File: src/rtl/inst_fetch_queue_if.sv
// Fetch/decode handshake bundle for the instruction fetch queue.
// slave = queue side, master = fetch/decode side.
interface inst_fetch_queue_if;
  logic        in_valid;
  logic        in_ready;
  logic [31:0] in_pc;
  logic [31:0] in_inst;
  logic        out_valid;
  logic        out_ready;
  logic [31:0] out_pc;
  logic [31:0] out_inst;

  modport slave (
    input  in_valid,
    input  in_pc,
    input  in_inst,
    input  out_ready,
    output in_ready,
    output out_valid,
    output out_pc,
    output out_inst
  );

  modport master (
    output in_valid,
    output in_pc,
    output in_inst,
    output out_ready,
    input  in_ready,
    input  out_valid,
    input  out_pc,
    input  out_inst
  );
endinterface

File: src/rtl/inst_fetch_queue.sv
// Instruction fetch queue: {pc,inst} FIFO between fetch and decode.
// Flush empties it in one cycle; outputs are zero-masked when empty.
module inst_fetch_queue #(
  parameter int DEPTH = 4,
  parameter int AW    = 2
) (
  input  logic                clock,
  input  logic                reset_n,
  input  logic                flush,
  inst_fetch_queue_if.slave   q,
  output logic [AW:0]         count
);

  localparam logic [AW:0] FULL = (AW+1)'(DEPTH);

  logic [AW-1:0] rd_ptr_q;
  logic [AW-1:0] rd_ptr_d;
  logic [AW-1:0] wr_ptr_q;
  logic [AW-1:0] wr_ptr_d;
  logic [AW:0]   count_q;
  logic [AW:0]   count_d;
  logic [63:0]   mem_q [DEPTH];
  logic [63:0]   head;
  logic          full;
  logic          empty;
  logic          push;
  logic          pop;

  // Handshake decode; flush overrides both sides.
  always_comb begin
    full        = (count_q == FULL);
    empty       = (count_q == '0);
    q.in_ready  = ~full & reset_n;
    q.out_valid = ~empty;
    push        = q.in_valid & q.in_ready & ~flush;
    pop         = q.out_valid & q.out_ready & ~flush;
  end

  // Next-state for pointers and occupancy.
  always_comb begin
    rd_ptr_d = rd_ptr_q;
    wr_ptr_d = wr_ptr_q;
    count_d  = count_q;
    if (flush) begin
      rd_ptr_d = '0;
      wr_ptr_d = '0;
      count_d  = '0;
    end else begin
      if (push) wr_ptr_d = wr_ptr_q + AW'(1);
      if (pop)  rd_ptr_d = rd_ptr_q + AW'(1);
      unique case ({push, pop})
        2'b10:   count_d = count_q + 1'b1;
        2'b01:   count_d = count_q - 1'b1;
        default: count_d = count_q;
      endcase
    end
  end

  // Control state register.
  always_ff @(posedge clock or negedge reset_n) begin
    if (!reset_n) begin
      rd_ptr_q <= '0;
      wr_ptr_q <= '0;
      count_q  <= '0;
    end else begin
      rd_ptr_q <= rd_ptr_d;
      wr_ptr_q <= wr_ptr_d;
      count_q  <= count_d;
    end
  end

  // Storage write; payload is not reset, the head mux masks it.
  always_ff @(posedge clock) begin
    if (push) mem_q[wr_ptr_q] <= {q.in_pc, q.in_inst};
  end

  // Head read, forced to zero when the queue is empty.
  always_comb begin
    head       = mem_q[rd_ptr_q];
    q.out_pc   = q.out_valid ? head[63:32] : 32'h0;
    q.out_inst = q.out_valid ? head[31:0]  : 32'h0;
  end

  assign count = count_q;

endmodule

File: src/flat_wrapper.sv
// flat-port wrapper written by rule: the top's interface ports become plain ports
module inst_fetch_queue_flat 
#(
  parameter int DEPTH = 4,
  parameter int AW    = 2
)
  (clock, reset_n, flush, count, q_in_valid, q_in_pc, q_in_inst, q_out_ready, q_in_ready, q_out_valid, q_out_pc, q_out_inst);
  inst_fetch_queue_if q_i ();
  input  logic clock;
  input  logic reset_n;
  input  logic flush;
  output logic [AW:0] count;
  input wire logic [$bits(q_i.in_valid)-1:0] q_in_valid;
  input wire logic [$bits(q_i.in_pc)-1:0] q_in_pc;
  input wire logic [$bits(q_i.in_inst)-1:0] q_in_inst;
  input wire logic [$bits(q_i.out_ready)-1:0] q_out_ready;
  output wire logic [$bits(q_i.in_ready)-1:0] q_in_ready;
  output wire logic [$bits(q_i.out_valid)-1:0] q_out_valid;
  output wire logic [$bits(q_i.out_pc)-1:0] q_out_pc;
  output wire logic [$bits(q_i.out_inst)-1:0] q_out_inst;
  assign q_i.in_valid = q_in_valid;
  assign q_i.in_pc = q_in_pc;
  assign q_i.in_inst = q_in_inst;
  assign q_i.out_ready = q_out_ready;
  assign q_in_ready = q_i.in_ready;
  assign q_out_valid = q_i.out_valid;
  assign q_out_pc = q_i.out_pc;
  assign q_out_inst = q_i.out_inst;
  inst_fetch_queue #(.DEPTH(DEPTH), .AW(AW)) u_core (.clock(clock), .reset_n(reset_n), .flush(flush), .q(q_i), .count(count));
endmodule
File: config.mk
export PLATFORM = sky130hd
export DESIGN_NAME = inst_fetch_queue_flat
export DESIGN_NICKNAME = d
export VERILOG_FILES = /design/src/rtl/inst_fetch_queue_if.sv /design/src/rtl/inst_fetch_queue.sv /design/src/flat_wrapper.sv
export SDC_FILE = /design/constraint.sdc
export NUM_CORES = 1
export LEC_CHECK = 0
export ABC_AREA = 1
export BUFFER_PORTS_ARGS = -buffer_cell sky130_fd_sc_hd__buf_2
export CAP_MARGIN = 5
export CORE_MARGIN = 2
export CORE_UTILIZATION = 50
export CTS_CLUSTER_DIAMETER = 100
export DETAILED_ROUTE_END_ITERATION = 10
export HOLD_SLACK_MARGIN = 0.05
export MAX_ROUTING_LAYER = met4
export PLACE_DENSITY = 0.84
export SLEW_MARGIN = 10
export SYNTH_ARGS = -nofsm -noshare
export SYNTH_HDL_FRONTEND = slang
export SYNTH_SLANG_ARGS = --single-unit
File: constraint.sdc
create_clock -name clock -period 3.9 [get_ports clock]
set_clock_uncertainty 0.2 [all_clocks]
set_input_delay 0.585 -clock clock [delete_from_list [all_inputs] [get_ports clock]]
set_output_delay 0.585 -clock clock [all_outputs]
set_load 0.02 [all_outputs]
==> metrics <==
outcome=finished clean; Final min period=approximately 3200 ps; Top Ports=138; Post-Syn Area=0.0103 mm²; initial antenna violation count=2; placed instance area=0.0113 mm²; Finished Layout Cells=~1,200; area of the multi-input gates=about 0.0022 mm²; number of library cell types mapped by synthesis=24; 1st-iter DRT viols=573; mux cell area share after synthesis=0%; Worst-Skew Late Latency=slightly above 500 ps; slowest stage delay, CP=about 480 ps; layout cell share with drive strength beyond 1=20.9%; I/O Buffers=137; HP Start=q_in_pc[20]; hold-critical path endpoint=u_core.mem_q[3][52]; Max VDD drop=0.358 mV; Final ANT Viol Nets=0; XOR/XNOR Fraction of Synth Area=0.0847%; largest net degree at the start of global routing=between 100 and 150; Post-Syn Instances=around 820; YS warnings=0; R2R Setup Slk=1570 ps; crit path max fanout=54; clk root buf=clkbuf_16; first-pass GRT wire length=34,200 µm; DRC violations left=0; DIE AREA=~0.022 mm²; most frequent cells in the layout=257 x nor2_1, 256 x edfxtp_1, 137 x buf_2; vias per inst=5.36; Initial Util=50.9%; Total Power=6220 µW; CTS tree=built; Adder-Cell Fraction of Synth Area=0.677%; crit path buf inv count=3; FF-to-FF Start=u_core.count[0]; Hold Fails Final Rpt=0; CP delay by family, top=buffers and inverters; Max-Cap Viols=0; Post-Syn Area per Cell=approximately 13 µm²; Final Util=60.0%; Crit. End Element=output pin; Filler cells=1,580; Detailed Route WL=22,000 µm; vias in the first global route=6,637; pre-CTS setup slack=1170 ps; HPWL Detailed=12,200 µm; Final period util=82.9%; post-synthesis compound-gate area fraction=9.67%; Initial DRT Pass Iterations=5; cell count of the worst hold path=1; reg2reg path depth=7; Inserted Clock Buffers=26; simple-gate share of the synthesized area=10.8%; GPL Wtd Cong=roughly 0.8; post_cts resized=0; clk slew on worst S/H paths=~60 ps; # rows=52; final worst slack=668 ps; Core ar.=0.0203 mm²; P&R area growth vs syn=17.7%; Pwr Density=between 500 and 600 mW/mm²; worst min path class=primary input to register; RSZ-0062 raised after global routing=false; capture point of the worst reg-to-reg path=u_core.mem_q[1][38]; Max-slew headroom=44.1%; WP data arrival=2450 ps; H-Tree Depth=1; CTS Sinks=263; Max stage delay cell, worst path=clkinv_2; Pleak=0.00446 µW; fin area=~0.012 mm²; commonest non-fill, non-tap cell in the layout=nor2_1; f_max=309 MHz; critical-path cell list=clkinv_2 > buf_12 > o21ai_0 > a21oi_1 > buf_2; critical path class=register to output pin; GR Overflow Total=0; total track usage=20.6%; Die Span Y=148 µm; Worst-Margin Slew=839 ps; area occupied by registers=0.00787 mm²; Setup Viol. Count Final=0; largest family of logic cells by synthesized area=simple AND/OR/NAND/NOR gates; Slew Limit Fails=0; vias=between 6,000 and 7,000; Synth Net Count=892; register area share after synthesis=76.0%; die width=approximately 150 µm; CP startpoint kind=register; routed len/inst=17.7 µm; Synth Register Bits=263; Max clock buf depth=3; worst path required time=3120 ps; post-placement cell count=about 1,200; Nets=roughly 1,000
[flip-flops by register name, indices dropped and copies added, names as in the netlist]
register	count
u_core.mem_q	256
u_core.count	3
u_core.rd_ptr_q	2
u_core.wr_ptr_q	2
[Yosys cell counts]
cell type	count	area (µm²)
nand2_1	13	48.8
ha_1	4	50.1
a21oi_2	1	8.76
o21ai_0	128	641
nand4_1	3	18.8
inv_1	14	52.6
nand2_4	2	22.5
nand3_1	3	15.0
dfrtp_1	7	175
buf_1	10	37.5
fa_1	1	20.0
nor2_2	2	12.5
a21oi_1	67	335
edfxtp_1	256	7690
inv_2	2	7.51
o21ai_1	3	15.0
nor2_1	261	980
buf_6	1	11.3
buf_4	7	52.6
xnor2_1	1	8.76
nand2_2	1	6.26
clkbuf_1	19	71.3
buf_2	11	55.1
nand3_2	1	10.0
[power by group]
part / internal [µW] / leakage, µW / switching (µW)
logic: 190 / 0.00166 / 467
registers: 3140 / 0.00240 / 13.4
clock network: 1420 / 0.000396 / 986
[layer usage]
layer,vias to the layer above,GRT usage [%],routed length [µm]
met5,-,-,0
met4,0,7.14,561
met3,39,3.73,1540
met2,251,34.7,11000
met1,3214,25.4,8830
li1,3153,-,-
[cell type report]
| type | count | area share [%] |
|---|---|---|
| Tap cell | 270 | 2.77 |
| Multi-Input combinational cell | 491 | 18.2 |
| Timing Repair Buffer | 152 | 6.99 |
| Clock buffer | 36 | 5.91 |
| Sequential cell | 263 | 64.6 |
| Antenna cell | 2 | 0.0411 |
| Clock inverter | 12 | 0.925 |
| Inverter | 16 | 0.503 |
[worst max path at each step]
stage                       startpoint                 end  slack, ps  cells past startpoint
floorplan              u_core.count[0]  u_core.mem_q[0][0]       -550                      6
global placement    u_core.rd_ptr_q[0]      q_out_inst[29]       1230                      5
detailed placement  u_core.rd_ptr_q[0]      q_out_inst[29]       1170                      5
CTS                 u_core.rd_ptr_q[0]      q_out_inst[29]        620                      5
global route        u_core.rd_ptr_q[0]      q_out_inst[29]        520                      5
finish              u_core.rd_ptr_q[0]      q_out_inst[29]        670                      5
[metrics by stage]
step / hold WS (ps) / TNS (ps)
floorplan: 89.4 / -140660
global placement: 234 / 0
detailed placement: 233 / 0
CTS: 59.3 / 0
global route: 65.3 / 0
finish: 82.6 / 0
[logic make-up (layout without fill, tap and decap cells)]
kind of cell,Yosys count,in the layout
buf+inv,64,216
other cells,0,2
compound gates,199,199
fa+ha+maj,5,5
xor+xnor,1,1
simple gates,286,286
flops,263,263
[repair_timing]
action	in CTS	in global routing
endpoints found under the hold margin	7	0
setup buffers	0	0
hold buffers	1	0
Power figures use the tool's default switching activity.
